--- config.mk ---
export PLATFORM = sky130hd
export DESIGN_NAME = layer_mac_sequencer
export DESIGN_NICKNAME = d
export VERILOG_FILES = /design/src/rtl/layer_seq_pkg.sv /design/src/rtl/act_quant.sv /design/src/rtl/layer_mac_sequencer.sv
export SDC_FILE = /design/constraint.sdc
export NUM_CORES = 1
export LEC_CHECK = 0
export ABC_CLOCK_PERIOD_IN_PS = 20000
export CAP_MARGIN = 20
export CORE_MARGIN = 3
export CORE_UTILIZATION = 40
export CTS_BUF_LIST = sky130_fd_sc_hd__clkbuf_2 sky130_fd_sc_hd__clkbuf_4 sky130_fd_sc_hd__clkbuf_8
export DETAILED_ROUTE_END_ITERATION = 6
export GPL_ROUTABILITY_DRIVEN = 0
export PLACE_DENSITY_LB_ADDON = 0.12
export SYNTH_ARGS = -nofsm -noshare
export SYNTH_HDL_FRONTEND = slang
export SYNTH_SLANG_ARGS = --single-unit
--- constraint.sdc ---
create_clock -name clk -period 20 [get_ports clk]
set_input_delay 4 -clock clk [delete_from_list [all_inputs] [get_ports clk]]
set_output_delay 4 -clock clk [all_outputs]
set_load 0.01 [all_outputs]
--- src/rtl/layer_seq_pkg.sv ---
// Shared types and constants for the dense-layer MAC sequencer.
//   state_e   : sequencer FSM states
//   *_W       : datapath widths (product, accumulator, activation)
//   quant consts: saturation value, fraction shift, overflow bit window
//   bw_min1   : clog2 clamped to a minimum of 1 bit
//   sext_prod : sign-extend a 16-bit product/bias into the accumulator width
package layer_seq_pkg;

  typedef enum logic [2:0] {LOAD, MAC, DRAIN, QUANT, OUT} state_e;

  localparam int PROD_W  = 16;
  localparam int ACC_W   = 23;
  localparam int ACT_W   = 8;

  localparam int SAT_VAL = 127;
  localparam int FRAC_SH = 6;
  localparam int OVF_HI  = 21;
  localparam int OVF_LO  = 13;

  function automatic int bw_min1(input int v);
    return (v < 2) ? 1 : $clog2(v);
  endfunction

  function automatic logic signed [ACC_W-1:0] sext_prod(input logic signed [PROD_W-1:0] v);
    return {{(ACC_W-PROD_W){v[PROD_W-1]}}, v};
  endfunction

endpackage

--- src/rtl/act_quant.sv ---
// Combinational activation quantizer: 23-bit signed accumulator -> 0..127.
//   acc_i : signed accumulator value
//   q_o   : quantized activation
//   sat_o : high when the result was forced to 127 (overflow or rounding carry)
module act_quant
  import layer_seq_pkg::*;
(
  input  logic signed [ACC_W-1:0] acc_i,
  output logic        [ACT_W-1:0] q_o,
  output logic                    sat_o
);

  logic [ACT_W-1:0] rnd;
  logic             unused_lsbs;

  // Below the rounding bit the fraction has no effect on the result.
  assign unused_lsbs = ^acc_i[FRAC_SH-2:0];

  // Bit OVF_LO is known zero on the path that uses rnd, so rnd tops out at 128.
  assign rnd = acc_i[OVF_LO:FRAC_SH] + ACT_W'(acc_i[FRAC_SH-1]);

  always_comb begin
    q_o   = '0;
    sat_o = 1'b0;
    if (acc_i[ACC_W-1]) begin
      q_o = '0;
    end else if (acc_i[OVF_HI:OVF_LO] != '0) begin
      q_o   = ACT_W'(SAT_VAL);
      sat_o = 1'b1;
    end else if (rnd[ACT_W-1]) begin
      q_o   = ACT_W'(SAT_VAL);
      sat_o = 1'b1;
    end else begin
      q_o = rnd;
    end
  end

endmodule

--- src/rtl/layer_mac_sequencer.sv ---
// Time-multiplexed dense-layer evaluator using one shared 8x8 signed MAC.
// Loads NUM_IN activation bytes, then for each of NUM_OUT neurons reads weights
// and a bias from an external synchronous ROM (1-cycle latency), accumulates,
// quantizes and streams the 8-bit result out.
// Ports:
//   clk, reset            : clock, synchronous active-high reset
//   in_valid/in_ready/in_data    : activation input stream (ready only in LOAD)
//   w_addr/w_data         : weight ROM, w_addr = n*NUM_IN + c, data next cycle
//   b_addr/b_data         : bias ROM, b_addr = n, data next cycle
//   out_valid/out_ready/out_data/out_idx : result stream with neuron index
//   busy                  : high outside LOAD
//   done                  : one-cycle pulse after the last neuron is accepted
//   sat_cnt               : saturation counter, present only with LAYER_SEQ_SAT_CNT_EN
// Handshake: a transfer happens on a rising edge where valid and ready are both
// high; the source holds valid and data stable until that edge.
// Optional feature macro: LAYER_SEQ_SAT_CNT_EN.
module layer_mac_sequencer
  import layer_seq_pkg::*;
#(
  parameter int NUM_IN  = 30,
  parameter int NUM_OUT = 16,
  parameter int WA_W    = bw_min1(NUM_IN * NUM_OUT),
  parameter int BA_W    = bw_min1(NUM_OUT)
) (
  input  logic                     clk,
  input  logic                     reset,
  input  logic                     in_valid,
  output logic                     in_ready,
  input  logic signed [ACT_W-1:0]  in_data,
  output logic        [WA_W-1:0]   w_addr,
  input  logic signed [ACT_W-1:0]  w_data,
  output logic        [BA_W-1:0]   b_addr,
  input  logic signed [PROD_W-1:0] b_data,
  output logic                     out_valid,
  input  logic                     out_ready,
  output logic        [ACT_W-1:0]  out_data,
  output logic        [BA_W-1:0]   out_idx,
  output logic                     busy,
  output logic                     done
`ifdef LAYER_SEQ_SAT_CNT_EN
  ,
  output logic        [15:0]       sat_cnt
`endif
);

  localparam int CI_W = bw_min1(NUM_IN);
  localparam logic [CI_W-1:0] LAST_C = CI_W'(NUM_IN - 1);
  localparam logic [BA_W-1:0] LAST_N = BA_W'(NUM_OUT - 1);

  state_e                   state_q, state_d;
  logic [CI_W-1:0]          k_q, k_d, c_q, c_d;
  logic [BA_W-1:0]          n_q, n_d;
  logic [WA_W-1:0]          wa_q, wa_d;
  // Data-phase flags: the ROM word addressed last cycle is on w_data/b_data now.
  logic                     dv_q, dv_d, first_q, first_d;
  logic signed [ACT_W-1:0]  a_q, a_d;
  logic signed [ACC_W-1:0]  acc_q, acc_d;
  logic [ACT_W-1:0]         od_q, od_d;
  logic [BA_W-1:0]          oi_q, oi_d;
  logic                     ov_q, ov_d, done_q, done_d;
  logic signed [ACT_W-1:0]  buf_q [NUM_IN];
  logic signed [PROD_W-1:0] prod;
  logic [ACT_W-1:0]         q_val;
  logic                     q_sat;

  assign prod = a_q * w_data;

  act_quant u_quant (
    .acc_i (acc_q),
    .q_o   (q_val),
    .sat_o (q_sat)
  );

  always_comb begin
    state_d = state_q;
    k_d     = k_q;
    c_d     = c_q;
    n_d     = n_q;
    wa_d    = wa_q;
    dv_d    = 1'b0;
    first_d = 1'b0;
    a_d     = a_q;
    acc_d   = acc_q;
    od_d    = od_q;
    oi_d    = oi_q;
    ov_d    = ov_q;
    done_d  = 1'b0;

    // The first product of a neuron starts from the bias instead of the old sum.
    if (dv_q) begin
      acc_d = (first_q ? sext_prod(b_data) : acc_q) + sext_prod(prod);
    end

    case (state_q)
      LOAD: begin
        if (in_valid) begin
          if (k_q == LAST_C) begin
            state_d = MAC;
            k_d     = '0;
            c_d     = '0;
            n_d     = '0;
            wa_d    = '0;
          end else begin
            k_d = k_q + CI_W'(1);
          end
        end
      end
      MAC: begin
        dv_d    = 1'b1;
        first_d = (c_q == '0);
        a_d     = buf_q[c_q];
        // Running address: after a neuron it already points at the next one.
        wa_d    = wa_q + WA_W'(1);
        if (c_q == LAST_C) begin
          state_d = DRAIN;
        end else begin
          c_d = c_q + CI_W'(1);
        end
      end
      DRAIN: begin
        state_d = QUANT;
      end
      QUANT: begin
        od_d    = q_val;
        oi_d    = n_q;
        ov_d    = 1'b1;
        state_d = OUT;
      end
      OUT: begin
        if (out_ready) begin
          ov_d = 1'b0;
          c_d  = '0;
          if (n_q == LAST_N) begin
            done_d  = 1'b1;
            k_d     = '0;
            state_d = LOAD;
          end else begin
            n_d     = n_q + BA_W'(1);
            state_d = MAC;
          end
        end
      end
      default: state_d = LOAD;
    endcase
  end

  always_ff @(posedge clk) begin
    if (reset) begin
      state_q <= LOAD;
      k_q     <= '0;
      c_q     <= '0;
      n_q     <= '0;
      wa_q    <= '0;
      dv_q    <= 1'b0;
      first_q <= 1'b0;
      a_q     <= '0;
      acc_q   <= '0;
      od_q    <= '0;
      oi_q    <= '0;
      ov_q    <= 1'b0;
      done_q  <= 1'b0;
    end else begin
      state_q <= state_d;
      k_q     <= k_d;
      c_q     <= c_d;
      n_q     <= n_d;
      wa_q    <= wa_d;
      dv_q    <= dv_d;
      first_q <= first_d;
      a_q     <= a_d;
      acc_q   <= acc_d;
      od_q    <= od_d;
      oi_q    <= oi_d;
      ov_q    <= ov_d;
      done_q  <= done_d;
    end
  end

  // Activation buffer has no reset; a new vector always overwrites every entry.
  always_ff @(posedge clk) begin
    if (!reset && state_q == LOAD && in_valid) begin
      buf_q[k_q] <= in_data;
    end
  end

  assign in_ready  = (state_q == LOAD);
  assign busy      = (state_q != LOAD);
  assign w_addr    = wa_q;
  assign b_addr    = n_q;
  assign out_valid = ov_q;
  assign out_data  = od_q;
  assign out_idx   = oi_q;
  assign done      = done_q;

`ifdef LAYER_SEQ_SAT_CNT_EN
  logic [15:0] sat_q, sat_d;

  always_comb begin
    sat_d = sat_q;
    if (state_q == QUANT && q_sat && sat_q != 16'hFFFF) begin
      sat_d = sat_q + 16'd1;
    end
  end

  always_ff @(posedge clk) begin
    if (reset) begin
      sat_q <= '0;
    end else begin
      sat_q <= sat_d;
    end
  end

  assign sat_cnt = sat_q;
`else
  logic unused_sat;
  assign unused_sat = q_sat;
`endif

endmodule

### Word level (Yosys, flattened, before mapping)

Memories as Yosys holds them, arrays and structs flattened. A register that Yosys moved wholly into a read port is not among the register bits.
Cells that the tools add are included.
W data, S select, Z words.

* register bits after elaboration: 65
* RAM bits: 240
* bits of input ports: 36
* output and inout port bits: 29
* word-level logic and storage cells: 90
* memories kept: 1

* add/subtract/negate cells: 6
* multipliers: 1
* eq/ne operators: 14
* muxes and demuxes: 34
* bitwise operators: 3
* reductions and logical operators: 19

Memory list
* buf_q: depth 30, width 8, read ports 1, clocked after Yosys merged registers in 1, wr ports 1, line layer_mac_sequencer.sv:61 `logic signed [ACT_W-1:0] buf_q [NUM_IN];`

Operators by type and width (number)
* $mux W5: 8
* $add A23 B16 Y23: 1
* $mux W23: 1
* $mux W9: 2
* $pmux W9 S2: 1
* $mul A8 B8 Y16: 1
* $mux W4: 4
* $mux W8: 2
* $pmux W3 S5: 1
* $pmux W5 S3: 1
* $mux W3: 4
* $ne A2 B2 Y1 const B: 6
* $add A5 B1 Y5 const B: 2
* $eq A5 B5 Y1 const B: 2
* $pmux W5 S2: 1
* $reduce_and A5 Y1: 2
* $add A9 B1 Y9 const B: 1
* $reduce_bool A9 Y1: 1
* $add A8 B1 Y8: 1
* $pmux W4 S2: 1
* $reduce_and A4 Y1: 2
* $mux W7: 1
* $eq A3 B2 Y1 const B: 2
* $mux W1: 6
* other kinds (17): 23

### Depth between registers and ports, before layout

* depth in word-level cells: 5
* gate-level depth with buffers: 21
* gate-level depth less buffers: 19

### Cells and area by module

Synthesis repeated with hierarchy kept, for this count alone.

* cell total of the unflattened synthesis: 1207
* area, all modules: 16744.8 um^2

Modules (own cells, without submodules)
* layer_mac_sequencer: times used 1, cells an instance 1173, area each 16508.3 um^2, sequential area each 8668.3 um^2
* act_quant: times used 1, cells an instance 34, area each 236.5 um^2, sequential area each 0.0 um^2

### Worst setup path after synthesis

No wires, ideal clock.

* path type: input-to-reg
* start point: input port w_data[0]
* end point: register acc_q[17]
* setup time: 0.116 ns
* arrival time: 8.914 ns
* required time: 19.884 ns
* path slack: 10.970 ns
* cell stages on the path: 16
* buffers on the path: 0
* path through: and2_1 inv_1 fa_1 inv_1 fa_1 fa_1 fa_1 fa_1 ha_1 a21o_1 a21oi_1 a21o_1 nand2_1 a211oi_1 mux2_2 a31o_2

* cells in the longest elaborated chain, start to end: 2

Ends and longest elaborated chain
* start, declared: line layer_mac_sequencer.sv:31 `input logic signed [ACT_W-1:0] w_data,`
* $mul A8 B8 Y16: line layer_mac_sequencer.sv:66 `assign prod = a_q * w_data;`
* $add A23 B16 Y23: line layer_mac_sequencer.sv:91 `acc_d = (first_q ? sext_prod(b_data) : acc_q) + sext_prod(prod);`
* end signal, assigned: line layer_mac_sequencer.sv:157 `acc_q <= '0;`
* end signal, assigned: line layer_mac_sequencer.sv:171 `acc_q <= acc_d;`
* end, declared: line layer_mac_sequencer.sv:57 `logic signed [ACC_W-1:0] acc_q, acc_d;`

Every way passes these cells.
A chain may end at the register's enable or synchronous reset.

### Worst setup path in the final report

Same ends and word-level chain as after synthesis.

==> results.toml <==
[outcome]
status = "complete, no violations"

[grt]
overflow = 0
grt_pass1_vias = 10200
grt_usage_pct = 17.4
grt_pass1_wl_um = 59400
antenna_found_initial = 1
grt_max_degree = 62

[synthesis]
synth_nets = 1393
syn_inst = 1194
synth_edf_count = 240
synth.distinct_cells = 61
synth_flop_cell = "edfxtp_1"
mappedNetlistArea_um2 = 16600
yosysWarningCount = 0
ys_seq_elements = 312
synthArstFlopShare_pct = 0
syn-mean-instance-area_um2 = 13.9
seq_area_frac_synth_pct = 52.1

[clock_network]
worstSkewPairLatency_ns = 0.58
postCtsSetupBuffers = 0
post_cts_resize_count = 0
htree_levels = 2
cts_hold_buf = 0
cts.sinks = 312
path_clk_slew_ns = 0.05
cts_made_buffers = 53
cts_buffer_depth = 3
cts_tree = "yes"
cts_root_buf = "clkbuf_8"

[sta]
grt_setup_unrepaired = "no"
fin_crit_sh_pct = 47.9
finalMaxSlewViolations = 0
period_minus_slack_ns = 9.59
setup_tns_ns = 0
hold-worst-slack_ns = 0.490
skew_ns = 0.0146
setup_viol = 0
clock.fmax_mhz = 104
finalHoldViolCount = 0
worstMarginPinSlew_ns = 0.950
slew_headroom_pct = 36.7

[critical_path]
worstReg2RegStart = "a_q[7]"
critPathMaxFanout = 15
critPathLaunch = "w_data[0]"
critPathKind = "in -> reg"
critPathRequiredTime_ns = 20.47
cp-end-kind = "flip-flop"
cp_data_arrival_time_ns = 10.06
critPathLaunchType = "input pin"

[floorplanning]
row_count = 74
die_x_um = 210
fp.dieArea_um2 = 44000
initial_core_util_pct = 40.6
core_area_um2 = 40900
die_y_um = 210
io_pins = 65

[drt]
first_pass_iters = 5
antenna_left = 0
vias_per_cell = 5.16
drtIter0Drc = 684
drt-total-wl_um = 37000
drc = 0
via_count = 9568
detail_route.wl_per_cell_um = 19.9

[final_layout]
nFillCells = 3687
layout-drive-gt1-share_pct = 14.4
n_antenna_cell = 0
area_growth_pct = 14.1
nets = 1477

[flow_run]
cap_violations = 0

[pwr]
p_per_area_nw_per_um2 = 86.7
ir_worst_vdd_uv = 43.6
power.leakage_nw = 6.98

[placement]
dpl.hpwl_um = 25100
portBuffers = 63

[worst_hold_path]
hold_start = "out_data[0]"
min-delay-path-class = "reg -> reg"
## power by group
part | total [W] | internal, W | switching [W] | leakage [nW]
clock network | 0.000585 | 0.000325 | 0.000261 | 0.590
registers | 0.000720 | 0.000706 | 0.0000147 | 2.74
logic | 0.000336 | 0.000145 | 0.000192 | 3.65
total | 0.00164 | 0.00117 | 0.000467 | 6.98
## synthesized netlist by cell type (8+ instances only)
cell type	count	share of area, %
edfxtp_1	240	43
inv_1	115	2.6
nor2_1	105	2.4
fa_1	100	12
dfxtp_1	72	8.7
mux4_2	68	9.2
nand2_1	67	1.5
ha_1	63	4.7
a21oi_1	50	1.5
mux2i_1	39	2.4
and2_1	30	1.1
clkbuf_1	30	0.68
xnor2_1	20	1.1
a211oi_1	19	0.86
o21ai_0	19	0.57
xor2_1	17	0.90
nand3_1	13	0.39
buf_2	11	0.33
nor3_1	10	0.30
mux2_2	9	0.61
nand2b_1	9	0.34
nand4_1	8	0.30
## area by class of cell
class                   count  area, um2  share of cell area [%]
flip-flops and latches    312       8650                    45.7
multi-input cells         715       7260                    38.3
clock buffers              78        967                    5.10
repair buffers             79        831                    4.38
well taps                 532        666                    3.51
inverters                 117        439                    2.32
clock inverters            22        135                   0.713
## worst max-delay path, stage by stage
cell	delay (ns)
clkdlybuf4s50_1	0.60
and2_1	0.28
inv_1	0.66
fa_1	0.54
inv_1	0.08
fa_1	0.44
fa_1	0.58
fa_1	0.45
fa_1	0.51
ha_1	0.38
a21o_1	0.18
a21oi_1	0.23
a21o_1	0.18
nand2_1	0.11
a211oi_1	0.27
mux2_2	0.36
a31o_2	0.20
## cell usage in the layout (no fill, tap or decap), types with 8 or more instances in the layout
master	netlist	final
clkinv_1	2	13
clkbuf_4	0	17
nor2_1	105	105
clkbuf_8	0	61
dfxtp_1	72	70
nand2_1	67	67
inv_1	115	115
edfxtp_1	240	240
nand3_1	13	13
nand2b_1	9	9
fa_1	100	100
ha_1	63	63
mux2i_1	39	39
nor3_1	10	10
clkdlybuf4s50_1	0	62
o21ai_0	19	19
a211oi_1	19	19
buf_4	2	9
nand4_1	8	8
xnor2_1	20	20
and2_1	30	30
a21oi_1	50	50
mux2_2	9	9
mux4_2	68	68
xor2_1	17	17
## logic make-up after synthesis
group,count (synthesis),synth area share (%)
mux,121,12.7
other cells,1,0.0226
compound gates,122,4.60
simple gates,271,7.63
flops,312,52.1
buf+inv,167,4.20
fa+ha+maj,163,16.8
xor+xnor,37,1.95
## registers in the layout, indices dropped and copies added, names as in the netlist, 3 cells and up
signal and flops:
k_q 5, a_q 8, buf_q 240, c_q 5, out_data 7, w_addr 9, out_idx 4, state_q 3
acc_q 23, b_addr 4
## final timing paths
check	end	slack (ns)	depth (start not counted)
setup reg to reg	acc_q[17]	14.03	16
hold / removal	out_data[0]	0.49	2
hold reg to reg	out_data[0]	0.49	2
setup / recovery	acc_q[17]	10.41	17
## metal layers
layer / track usage [%] / wire, um
met2: 26.4 / 16800
met4: 4.23 / 565
met1: 26.4 / 17800
met3: 2.80 / 1820
met5: 0 / 0
## per-stage QoR
| step | worst slack, ns | cell area (um2) | instances | util (%) | total power [W] |
|---|---|---|---|---|---|
| after floorplan | 10.97 | 16600 | 1194 | - | 0.000973 |
| after global placement | 9.89 | 17700 | 1748 | 43.3 | 0.00107 |
| after detailed placement | 9.84 | 17700 | 1748 | 43.3 | 0.00107 |
| after CTS | 10.43 | 18800 | 1848 | 46.0 | 0.00166 |
| after global routing | 9.98 | 18900 | 1855 | 46.3 | 0.00174 |
| final | 10.41 | 18900 | 1855 | 46.3 | 0.00164 |
Power figures use the tool's default switching activity.
